--- src/rtl/lfsr_8bit_checker_sat_counter.sv ---
// rtl/lfsr_8bit_checker_sat_counter.sv - saturating up-counter, clear wins but a same-cycle increment still counts
module sat_counter #(
    parameter int W = 16
) (
    input  logic         clk,
    input  logic         rst,
    input  logic         clr,
    input  logic         inc,
    output logic [W-1:0] count
);

    always_ff @(posedge clk) begin
        if (rst) begin
            count <= '0;
        end else if (clr) begin
            count <= inc ? W'(1) : '0;
        end else if (inc && (count != {W{1'b1}})) begin
            count <= count + W'(1);
        end
    end

endmodule

--- config.mk ---
export PLATFORM = sky130hd
export DESIGN_NAME = sat_counter
export DESIGN_NICKNAME = d
export VERILOG_FILES = /design/src/rtl/lfsr_8bit_checker_sat_counter.sv
export SDC_FILE = /design/constraint.sdc
export NUM_CORES = 1
export LEC_CHECK = 0
export ABC_AREA = 1
export CORE_AREA = 2 2 57 59
export DETAILED_ROUTE_END_ITERATION = 12
export DIE_AREA = 0 0 59 61
export PLACE_DENSITY = 0.59
export SYNTH_ARGS = -nofsm -noshare
export SYNTH_HDL_FRONTEND = slang
export SYNTH_SLANG_ARGS = --single-unit
--- constraint.sdc ---
create_clock -name clk -period 2.85 [get_ports clk]
set_input_delay 0.855 -clock clk [delete_from_list [all_inputs] [get_ports clk]]
set_output_delay 0.855 -clock clk [all_outputs]
set_load 0.005 [all_outputs]
==> results.toml <==
[synthesis]
syn-num-nets = 166
synth.largest_area_cell = "dfxtp_1"
synth_cell_types = 20
yosys_warnings = 0
synth-seq-cells = 16
synth_cells = 161
synthTopCellsByArea = "dfxtp_1 32%, nand2_1 16%, nand3_1 9.9%, nor2_1 9.7%, inv_1 7.4%"
syn_area_sq_um = 1010
synth_top_area_share_pct = 31.7
postSynthAreaPerCell_sq_um = 6.27
seq_area_frac_synth_pct = 31.7

[floorplan]
die_y_um = 61
dieArea_sq_um = 3600
initial_utilization_pct = 34.2
num_rows = 20
io-pin-count = 20
fp.dieW_um = 59
fp.coreArea_sq_um = 2950

[clock_network]
cts_tree = "done"
clock-sinks = 16
htreeDepth = 1
cts_max_path_buffers = 2
ctsHoldBuffers = 0
clk_pin_slew_worst_paths_ns = 0.10
cts_resized = 0
clk_latency_ns = 0.28
post_cts_buffers = 0
cts-buffers-inserted = 3
cts-root-buf = "clkbuf_4"

[timing]
hold_viol_final = 0
max_slew_margin_pct = 71.9
tns_ns = 0
min_period_ns = 2.19
tightest_slew_ns = 0.422
fin_hold_ws_ns = 0.538
drv_slew = 0
rsz0062_at_grt = "no"
fmax_ghz = 0.456
finalSetupViolations = 0
finalCritPeriodShare_pct = 76.9
skew_ns = 0.00476

[global_route]
met2_usage_pct = 28.7
met1_usage_pct = 19.3
grt_pass1_vias = 1006
use_met3_pct = 1.92
antenna_found_initial = 0
gr-max-usage-layer = "met2"
grt_start_max_net_pins = 15
grt_usage_pct = 15.8
grt_remaining_overflow = 0
grt_pass1_wl_mm = 4.33

[setup_path]
timing.rr.start = "count[0]"
cp_top_family = "buffers and inverters"
max_stage_delay_ns = 0.56
timing.rr.end = "count[13]"
crit_required_ns = 2.00
path_buf_inv = 1
critical_path_class = "flop to output pin"
start_kind = "flop"
crit_arrival_ns = 1.34
path_cells = "clkdlybuf4s50_1"
reg2reg_depth = 8
rrSetupSlack_ns = 1.07
end_kind = "output pin"
crit_fanout = 7
slowest_stage = "clkdlybuf4s50_1"

[min_path]
min_from = "count[8]"
min_to = "count[8]"
hold_depth = 2
worstHoldPathType = "flop to flop"

[layout]
finish.utilization_pct = 43.1
area_growth_pct = 26.1
top_register = "count"
largest_reg_flops = 16
antenna_cells = 0
seq_area_sq_um = 320
fin_nets = 189
fillers = 323
multi_input_area_sq_um = 596
drive_above_1_share_pct = 8.20
largest_registers = "count x16"

[pwr]
cellPowerDensity_nw_per_um2 = 345
p_switching_w = 0.000110
p_clk_share_pct = 34.8
p_leak_nw = 0.493
internal_power_w = 0.000329
p_sw_share_pct = 25.1
combPwrFrac_pct = 11.8
peakVddDrop_uv = 176
pwr-share-seq_pct = 53.4

[run]
maxCapViolCount = 0

[detailed_routing]
drt_first_pass_iters = 4
finalWirelength_mm = 2.51
drt_iter0_markers = 30
routed-via-count = 1057
antenna_left = 0
drc = 0
via_per_inst = 4.89
routedWlPerCell_um = 11.6

[placed_design]
dp_hpwl_mm = 1.90
portBuffers = 19
gp_congestion = 0.801

[run_status]
status = "finished clean"
-- per-layer routing --
metal | vias to the layer above | wire length, um
met5 | - | 0
met4 | 0 | 10
met3 | 2 | 104
met2 | 27 | 1240
met1 | 473 | 1160
li1 | 555 | -
-- through the flow --
| stage | cell area [sq um] | cells | setup slack [ns] | total power (W) |
|---|---|---|---|---|
| 2_1_floorplan | 1010 | 161 | 1.25 | 0.000269 |
| 3_3_place_gp | 1240 | 212 | 0.705 | 0.000292 |
| 3_5_place_dp | 1240 | 212 | 0.677 | 0.000292 |
| 4_1_cts | 1270 | 216 | 0.647 | 0.000448 |
| 5_1_grt | 1270 | 216 | 0.592 | 0.000467 |
| 6_report | 1270 | 216 | 0.658 | 0.000439 |
-- worst reg2reg max path, delay by kind of cell (launching register included) --
family / cells / cell delay (ns)
and+or+nand+nor: 6 / 0.63
adders and majority gates: 1 / 0.28
AOI/OAI and AO/OA: 1 / 0.32
DFF: 1 / 0.45
-- cell usage after synthesis --
master	instances
nand2_4	2
nor2_2	1
clkbuf_1	1
nor2_1	26
dfxtp_1	16
buf_6	1
nor3_1	1
nand2_1	43
nor2_4	2
nand3b_1	1
nand4_1	4
buf_1	1
nand2_2	3
nand3_1	20
a21oi_1	10
o21ai_0	3
inv_1	20
o21ai_4	1
ha_1	1
xor2_1	4
-- worst max path at each step --
stage          startpoint        end  cells past startpoint
4_1_cts          count[2]   count[2]                      1
6_report         count[2]   count[2]                      1
3_3_place_gp          inc  count[13]                      7
3_5_place_dp          inc   count[5]                      6
5_1_grt          count[2]   count[2]                      1
2_1_floorplan         rst   count[1]                      4
-- cell type report --
class                           instances  share of cell area (%)
Timing Repair Buffer                   21                    16.1
Inverter                               20                    5.89
Multi-Input combinational cell        122                    46.8
Clock buffer                            4                    2.85
Tap cell                               33                    3.24
Sequential cell                        16                    25.1
-- cells in the final DEF (no fill, tap or decap), types with 2 or more instances in the layout --
master           instances
nand2_1                 43
nor2_1                  26
inv_1                   20
nand3_1                 20
clkdlybuf4s50_1         19
dfxtp_1                 16
a21oi_1                 10
xor2_1                   4
nand4_1                  4
nand2_2                  3
o21ai_0                  3
clkbuf_4                 3
nor2_4                   2
nand2_4                  2
buf_4                    2
-- power by group through the flow --
stage	logic (W)	clock network, W	registers, W
finish	0.0000518	0.000153	0.000234
CTS	0.0000523	0.000161	0.000235
global route	0.0000582	0.000173	0.000235
floorplan	0.0000306	0	0.000238
global placement	0.0000521	0	0.000240
detailed placement	0.0000519	0	0.000240
-- logic make-up after synthesis --
logic type / after synthesis / synth area share, %
and+or+nand+nor: 103 / 46.2
buffers and inverters: 23 / 9.29
DFF: 16 / 31.7
AOI/OAI and AO/OA: 14 / 8.05
xor gates and xnor gates: 4 / 3.47
adders and majority gates: 1 / 1.24
Power figures use the tool's default switching activity.
